**config.mk**
```make
export PLATFORM = sky130hd
export DESIGN_NAME = uart_rx_framer
export DESIGN_NICKNAME = d
export VERILOG_FILES = /design/src/rtl/uart_rx_pkg.sv /design/src/rtl/uart_rx_tick_gen.sv /design/src/rtl/uart_rx_framer.sv
export SDC_FILE = /design/constraint.sdc
export NUM_CORES = 1
export LEC_CHECK = 0
export BUFFER_PORTS_ARGS = -buffer_cell sky130_fd_sc_hd__buf_2
export CAP_MARGIN = 20
export CORE_MARGIN = 3
export CORE_UTILIZATION = 24
export DETAILED_ROUTE_END_ITERATION = 8
export HOLD_SLACK_MARGIN = 0.12
export PLACE_DENSITY = 0.37
export SYNTH_ARGS = -nofsm -noshare
export SYNTH_HDL_FRONTEND = slang
export SYNTH_SLANG_ARGS = --single-unit
```
**constraint.sdc**
```tcl
create_clock -name clk -period 2.55 [get_ports clk]
set_clock_uncertainty 0.05 [all_clocks]
set_input_delay 0.51 -clock clk [delete_from_list [all_inputs] [get_ports clk]]
set_output_delay 0.51 -clock clk [all_outputs]
set_load 0.005 [all_outputs]
```
**src/rtl/uart_rx_pkg.sv**
```systemverilog
// Shared types and constants for the UART receive framer.
// The PARITY state exists only when UART_RX_PARITY_EN is defined.
package uart_rx_pkg;
  localparam int   OVERSAMPLE_DEF = 16;
  localparam int   MID_TICK       = OVERSAMPLE_DEF/2 - 1;
  localparam logic IDLE_LEVEL     = 1'b1;

  typedef enum logic [2:0] {
    IDLE,
    START,
    DATA,
`ifdef UART_RX_PARITY_EN
    PARITY,
`endif
    STOP
  } state_t;

  // Mid-bit tick index for a non-default oversample ratio.
  function automatic int mid_tick_of(input int os);
    return os/2 - 1;
  endfunction
endpackage

```
**src/rtl/uart_rx_tick_gen.sv**
```systemverilog
// Divides clk by BAUD_DIV into single-cycle oversample ticks while enabled.
module uart_rx_tick_gen #(
  parameter int BAUD_DIV = 4
) (
  input  logic clk,
  input  logic rst,
  input  logic en,
  input  logic clr,
  output logic tick
);
  localparam int CW = (BAUD_DIV > 1) ? $clog2(BAUD_DIV) : 1;

  logic [CW-1:0] cnt;

  assign tick = en && (cnt == CW'(BAUD_DIV-1));

  always_ff @(posedge clk or posedge rst) begin
    if (rst)       cnt <= '0;
    else if (clr)  cnt <= '0;
    else if (en)   cnt <= tick ? '0 : cnt + CW'(1);
  end
endmodule

```
**src/rtl/uart_rx_framer.sv**
```systemverilog
// Oversampling UART receiver with a one-deep output holding register.
// Define UART_RX_PARITY_EN to receive and check an even-parity bit.
module uart_rx_framer
  import uart_rx_pkg::*;
#(
  parameter int DATA_WIDTH = 8,
  parameter int OVERSAMPLE = 16,
  parameter int BAUD_DIV   = 4
) (
  input  logic                  clk,
  input  logic                  rst,
  input  logic                  rx,
  output logic [DATA_WIDTH-1:0] frame_data,
  output logic                  frame_valid,
  input  logic                  frame_ready,
  output logic                  framing_err,
  output logic                  parity_err,
  output logic                  overrun_err,
  output logic                  busy
);
  localparam int MID = mid_tick_of(OVERSAMPLE);
  localparam int OSW = $clog2(OVERSAMPLE);
  localparam int BCW = $clog2(DATA_WIDTH + 1);

  state_t                state, state_next;
  logic                  rx_meta, rx_s, rx_prev, armed;
  logic [OSW-1:0]        os_cnt;
  logic [BCW-1:0]        bit_cnt;
  logic [DATA_WIDTH-1:0] shreg;
  logic                  tick, start_clr, bit_done, mid_start, commit;

  always_ff @(posedge clk or posedge rst) begin
    if (rst) begin
      rx_meta <= IDLE_LEVEL;
      rx_s    <= IDLE_LEVEL;
      rx_prev <= IDLE_LEVEL;
    end else begin
      rx_meta <= rx;
      rx_s    <= rx_meta;
      rx_prev <= rx_s;
    end
  end

  assign busy      = (state != IDLE);
  assign start_clr = (state == IDLE) && (state_next == START);
  assign bit_done  = tick && (os_cnt == OSW'(OVERSAMPLE-1));
  assign mid_start = tick && (os_cnt == OSW'(MID));

  uart_rx_tick_gen #(.BAUD_DIV(BAUD_DIV)) u_tick (
    .clk  (clk),
    .rst  (rst),
    .en   (busy),
    .clr  (start_clr),
    .tick (tick)
  );

  always_ff @(posedge clk or posedge rst) begin
    if (rst) state <= IDLE;
    else     state <= state_next;
  end

  always_comb begin
    state_next = state;
    commit     = 1'b0;
    case (state)
      IDLE:  if (armed && rx_prev && !rx_s) state_next = START;
      START: if (mid_start) state_next = (rx_s == IDLE_LEVEL) ? IDLE : DATA;
      DATA:  if (bit_done && bit_cnt == BCW'(DATA_WIDTH-1))
`ifdef UART_RX_PARITY_EN
               state_next = PARITY;
      PARITY: if (bit_done) state_next = STOP;
`else
               state_next = STOP;
`endif
      STOP: if (bit_done) begin
        state_next = IDLE;
        commit     = 1'b1;
      end
      default: state_next = IDLE;
    endcase
  end

  // os_cnt restarts at the start-bit midpoint so later wraps land mid-bit.
  always_ff @(posedge clk or posedge rst) begin
    if (rst) begin
      os_cnt  <= '0;
      bit_cnt <= '0;
      shreg   <= '0;
      armed   <= 1'b1;
    end else begin
      if (state == IDLE) begin
        os_cnt  <= '0;
        bit_cnt <= '0;
      end else if (tick) begin
        if ((state == START && os_cnt == OSW'(MID)) || os_cnt == OSW'(OVERSAMPLE-1))
          os_cnt <= '0;
        else
          os_cnt <= os_cnt + OSW'(1);
      end
      if (state == DATA && bit_done) begin
        shreg   <= {rx_s, shreg[DATA_WIDTH-1:1]};
        bit_cnt <= bit_cnt + BCW'(1);
      end
      // A break keeps the line low; wait for it to go high before re-arming.
      if (commit && !rx_s && shreg == '0) armed <= 1'b0;
      else if (state == IDLE && rx_s)     armed <= 1'b1;
    end
  end

`ifdef UART_RX_PARITY_EN
  logic par_bit;
  always_ff @(posedge clk or posedge rst) begin
    if (rst)                            par_bit <= 1'b0;
    else if (state == PARITY && bit_done) par_bit <= rx_s;
  end
`endif

  always_ff @(posedge clk or posedge rst) begin
    if (rst) begin
      frame_data  <= '0;
      frame_valid <= 1'b0;
      framing_err <= 1'b0;
      overrun_err <= 1'b0;
    end else begin
      overrun_err <= 1'b0;
      if (commit) begin
        if (!frame_valid || frame_ready) begin
          frame_data  <= shreg;
          framing_err <= !rx_s;
          frame_valid <= 1'b1;
        end else begin
          overrun_err <= 1'b1;
        end
      end else if (frame_ready) begin
        frame_valid <= 1'b0;
      end
    end
  end

`ifdef UART_RX_PARITY_EN
  always_ff @(posedge clk or posedge rst) begin
    if (rst) parity_err <= 1'b0;
    else if (commit && (!frame_valid || frame_ready)) parity_err <= ^shreg ^ par_bit;
  end
`else
  assign parity_err = 1'b0;
`endif
endmodule
```
==> Word level (Yosys, flattened, before mapping) <==
Cells that the tools add are included.
{ "word_totals": {"register_bits": 36, "in_bits": 4, "output_inout_bits": 13, "word_cells": 74} }
{ "classes": {"n_addsub": 3, "n_eq_ne": 9, "mux": 23, "n_reduce_logical": 26} }
{ "op_table": {"columns": ["op", "count"], "rows": [
  ["2-to-1 mux 4 bit", 5],
  ["logical AND 1 bit", 12],
  ["2-to-1 mux 3 bit", 4],
  ["one-hot mux 3 bit (4 select lines)", 1],
  ["nonzero test 2 bit", 5],
  ["2-to-1 mux 1 bit", 9],
  ["adder 4 x 1 -> 4 bit, second input constant", 2],
  ["== test 4 x 3 -> 1 bit, second input constant", 2],
  ["zero test 8 bit", 1],
  ["2-to-1 mux 2 bit", 4],
  ["== test 3 x 1 -> 1 bit, second input constant", 2],
  ["== test 3 x 2 -> 1 bit, second input constant", 2],
  ["== test 4 bit, second input constant", 1],
  ["AND reduction 2 bit", 2],
  ["zero test 3 bit", 1],
  ["nonzero test 3 bit", 1],
  ["adder 2 x 1 -> 2 bit, second input constant", 1],
  ["== test 2 bit, second input constant", 1],
  ["zero test 1 bit", 2],
  ["logical OR 1 bit", 2],
  ["inequality test 2 x 1 -> 1 bit, second input constant", 1]
]} }

==> Longest topological paths before layout <==
{ "depth": {"ltp_word": 9, "ltp_mapped": 9} }

==> By module <==
Synthesis repeated with hierarchy kept, for this count alone.
{ "unflattened": {"cells_unflattened": 129, "area_unflattened_um2": 1602.8} }
{ "modules_own_cells": {"columns": ["module", "instances", "cells_each", "area_per_inst_um2"], "rows": [
  ["uart_rx_framer", 1, 119, 1492.7],
  ["uart_rx_tick_gen", 1, 10, 110.1]
]} }

==> Least setup slack after synthesis <==
OpenSTA, ideal clock, no wires.
{ "synth_timing": {"kind": "reg2reg", "from": "register u_tick.cnt[0]", "to": "register shreg[0]", "setup_ns": 0.125, "arrival_time_ns": 1.683, "slack_ns": 0.691, "stages_incl_launch_ff": 9, "path_buffers": 4, "synth_period_minus_slack_ns": 1.859, "cell_sequence": "dfrtp_1 ha_1 buf_6 and3_1 buf_6 and3_4 buf_6 buf_6 mux2_4"} }
{ "synth_between": {"elab_chain_len": 4} }
{ "synth_lines": {"columns": ["element", "line_no", "text"], "rows": [
  ["start, declared", "uart_rx_tick_gen.sv:13", "logic [CW-1:0] cnt;"],
  ["start signal, assigned", "uart_rx_tick_gen.sv:20", "else if (en) cnt <= tick ? '0 : cnt + CW'(1);"],
  ["== test 2 bit", "uart_rx_tick_gen.sv:15", "assign tick = en && (cnt == CW'(BAUD_DIV-1));"],
  ["logical AND 1 bit", "uart_rx_tick_gen.sv:15", null],
  ["logical AND 1 bit", "uart_rx_framer.sv:46", "assign bit_done = tick && (os_cnt == OSW'(OVERSAMPLE-1));"],
  ["logical AND 1 bit", "uart_rx_framer.sv:100", "if (state == DATA && bit_done) begin"],
  ["end signal, assigned", "uart_rx_framer.sv:101", "shreg <= {rx_s, shreg[DATA_WIDTH-1:1]};"],
  ["end, declared", "uart_rx_framer.sv:29", "logic [DATA_WIDTH-1:0] shreg;"]
]} }
Every way passes these cells.
A chain may end at the register's enable or synchronous reset.

==> Worst setup path after layout <==
{ "layout_timing": {"from": "register u_tick.cnt[0]", "to": "register bit_cnt[2]"} }
{ "layout_between": {"elab_chain_len": 5} }
{ "layout_lines": {"columns": ["element", "line_no", "text"], "rows": [
  ["== test 2 bit (*)", "uart_rx_tick_gen.sv:15", null],
  ["logical AND 1 bit (*)", "uart_rx_tick_gen.sv:15", null],
  ["logical AND 1 bit (*)", "uart_rx_framer.sv:46", null],
  ["logical AND 1 bit (*)", "uart_rx_framer.sv:100", null],
  ["2-to-1 mux 4 bit or nonzero test 2 bit (tied branches)", null, null],
  ["end signal, assigned", "uart_rx_framer.sv:102", "bit_cnt <= bit_cnt + BCW'(1);"],
  ["end, declared", "uart_rx_framer.sv:28", "logic [BCW-1:0] bit_cnt;"]
]} }
Mark *: on every way between the ends. The rest lies on a longest branch, timed or not.

==> metrics <==
post-cts resize count=0; run status=completed; drt first pass iters=4; width of the die=88.14 um; number of global-route vias before repair=1041; Worst-path clk slew=0.07 ns; ANT nets after route=0; row count=29; Fin. Hold Viols=0; Port-buffer cells=15; Starting Density=0.2507; Root Driver=clkbuf_8; largest net degree at the start of global routing=37; area occupied by multi-input gates=638.1 um2; CP Capture Type=flip-flop; VDD IR max=roughly 0.28 mV; ys async rst share=1.000; synthesized area per cell=roughly 13 um2; Post-DP HPWL=just over 2 mm; CP required=~2.7 ns; total gr overflow=0; worst-path fanout max=16; CORE AREA=6459 um2; total number of vias=1027; GP Congestion=between 0.6 and 0.7; Worst path slowest cell=dfrtp_1; DRC viols=0; CTS buffer count=5; crit path cell chain=ha_1 -> and3_1 -> and3_4 -> mux2_4 -> mux2i_1; Critical Path Start Type=flip-flop; Tmin final=slightly above 2 ns; #FFs+latches synth=36; Synth warnings=0; I/O pin count=17; clk buf depth=2; Setup Total Neg Slack=0 ns; Area Overhead vs Synth=13.37%; first-pass GRT wire length=5.133 mm; latest clock arrival within the worst-skew pair=0.28 ns; RSZ-0062 raised after global routing=no; CTS sink count=36; share of layout cells above drive strength 1=0.3311; Iter 0 DRT Violations=26; Setup violations, final=0; total power=1.190 mW; die area=7768 um2; Pwr Density=648.5 nW/um2; synth unique cells=38; crit-path max cell delay=0.38 ns; Slew Viols, Final=0; Nets=154; sequential cell area fraction in the yosys report=0.5595; Seq. cell area=905.9 um2; Post-synth top flop=dfrtp_1; WP data arrival=2.20 ns; filler cell count=~700; Avg WL per Cell=13.38 um; CTS Hold Bufs=0; total setup buffers inserted after CTS=0; Vias/cell=4.564; cell count after synthesis=129; Lkg Pwr=0.9068 nW; ANT cells=0; post-synthesis cell area=1619 um2; Post-synth EDFFs=0; Max-Cap Viols=0; Setup WS pre-CTS=0.5148 ns; critical path class=flip-flop to flip-flop; GRT Util Overall=0.08683; height of the chip=88.14 um; Final period util=0.8001; WL final=3.010 mm; Setup WS post-layout=~0.51 ns; CTS H-tree lvls=2; initial antenna violation count=0; worst hold path class=input pin to async pin; CTS tree=yes; fmax=a little under 0.5 GHz
-- cell families (layout without fill, tap and decap cells) --
family | Yosys count | after routing | share of synthesized area
xor gates and xnor gates | 2 | 2 | 0.01082
DFF | 36 | 36 | 0.5595
and+or+nand+nor | 34 | 34 | 0.1128
AOI/OAI and AO/OA | 21 | 21 | 0.08733
buffers and inverters | 11 | 29 | 0.04868
adders and majority gates | 3 | 3 | 0.02319
other | 1 | 2 | 0.002316
muxes | 21 | 21 | 0.1553
-- critical path, delay by kind of cell, from the launching register on --
kind / cells / cell delay [ns]
AND/OR/NAND/NOR: 2 / 0.73
multiplexers: 2 / 0.46
flip-flops: 1 / 0.38
adder cells (fa/ha/maj): 1 / 0.33
-- stage by stage --
stage / utilization / hold slack, ns / std cells / instance area [um2]
floorplan: - / 0.2952 / 130 / 1623
global placement: 0.2702 / 0.2989 / 217 / 1745
detailed placement: 0.2702 / 0.2968 / 217 / 1745
CTS: 0.2842 / 0.2705 / 225 / 1836
global route: 0.2842 / 0.2698 / 225 / 1836
finish: 0.2842 / 0.2701 / 225 / 1836
-- routing by layer --
metal	routed length [um]	GRT usage	vias up
li1	-	-	486
met1	1378	0.1081	517
met2	1477	0.1404	19
met3	114	0.02540	5
met4	40	0.03709	0
met5	0	0	-
-- layout by cell type, fill, tap and decap left out, drive strengths merged, types with 2 or more instances in the layout --
cell and n:
a21oi 5, mux2i 3, conb 2, nand4 2
nand2 10, and3 3, buf 17, inv 4
mux2 18, dfrtp 32, ha 3, o21ai 4
and3b 2, o211ai 2, nor2 7, a211oi 2
nand2b 2, and2 2, nor3 3, clkbuf 8
dfstp 4
-- report_power, final --
group / internal, mW / switching, mW / leakage, nW
combinational: 0.0597 / 0.0750 / 0.380
sequential: 0.608 / 0.0322 / 0.481
clock: 0.220 / 0.195 / 0.0455
-- registers in the layout, summed over array words and instances (netlist names), 2 cells and up --
signal      flops
bit_cnt         4
frame_data      8
os_cnt          4
shreg           8
state           3
u_tick.cnt      2
-- cell usage after synthesis, drive strengths merged (2+ instances only) --
cell type  instances  share of area
and3b              2          0.011
nand4              2          0.012
dfstp              4          0.065
nor2               7          0.016
and3               3          0.015
buf                6          0.037
a21oi              5          0.015
mux2              18           0.14
o211ai             2         0.0093
o21ai              4          0.012
dfrtp             32           0.49
nor3               3         0.0093
ha                 3          0.023
inv                4         0.0093
nand2b             2         0.0077
and2               2         0.0077
mux2i              3          0.019
a211oi             2         0.0093
nand2             10          0.023
-- final cells by class --
type / instances / area share
clock buffer: 8 / 0.04908
inverter: 4 / 0.008180
multi-input combinational: 83 / 0.3476
sequential: 36 / 0.4935
tap: 77 / 0.05249
timing repair buffer: 17 / 0.04908
-- path summary, 6_finish.rpt --
kind / depth (start not counted) / slack [ns] / endpoint / startpoint
min reg2reg: 0 / 0.31 / rx_s$_DFF_PP1_ / rx_meta$_DFF_PP1_
min: 3 / 0.27 / u_tick.cnt[1]$_DFFE_PP0P_ / rst
max reg2reg: 5 / 0.51 / bit_cnt[2]$_DFFE_PP0P_ / u_tick.cnt[0]$_DFFE_PP0P_
max: 5 / 0.51 / bit_cnt[2]$_DFFE_PP0P_ / u_tick.cnt[0]$_DFFE_PP0P_
max in group asynchronous: 3 / 1.83 / rx_meta$_DFF_PP1_ / rst
min in group clk: 1 / 0.28 / rx_meta$_DFF_PP1_ / rx
Power figures use the tool's default switching activity.
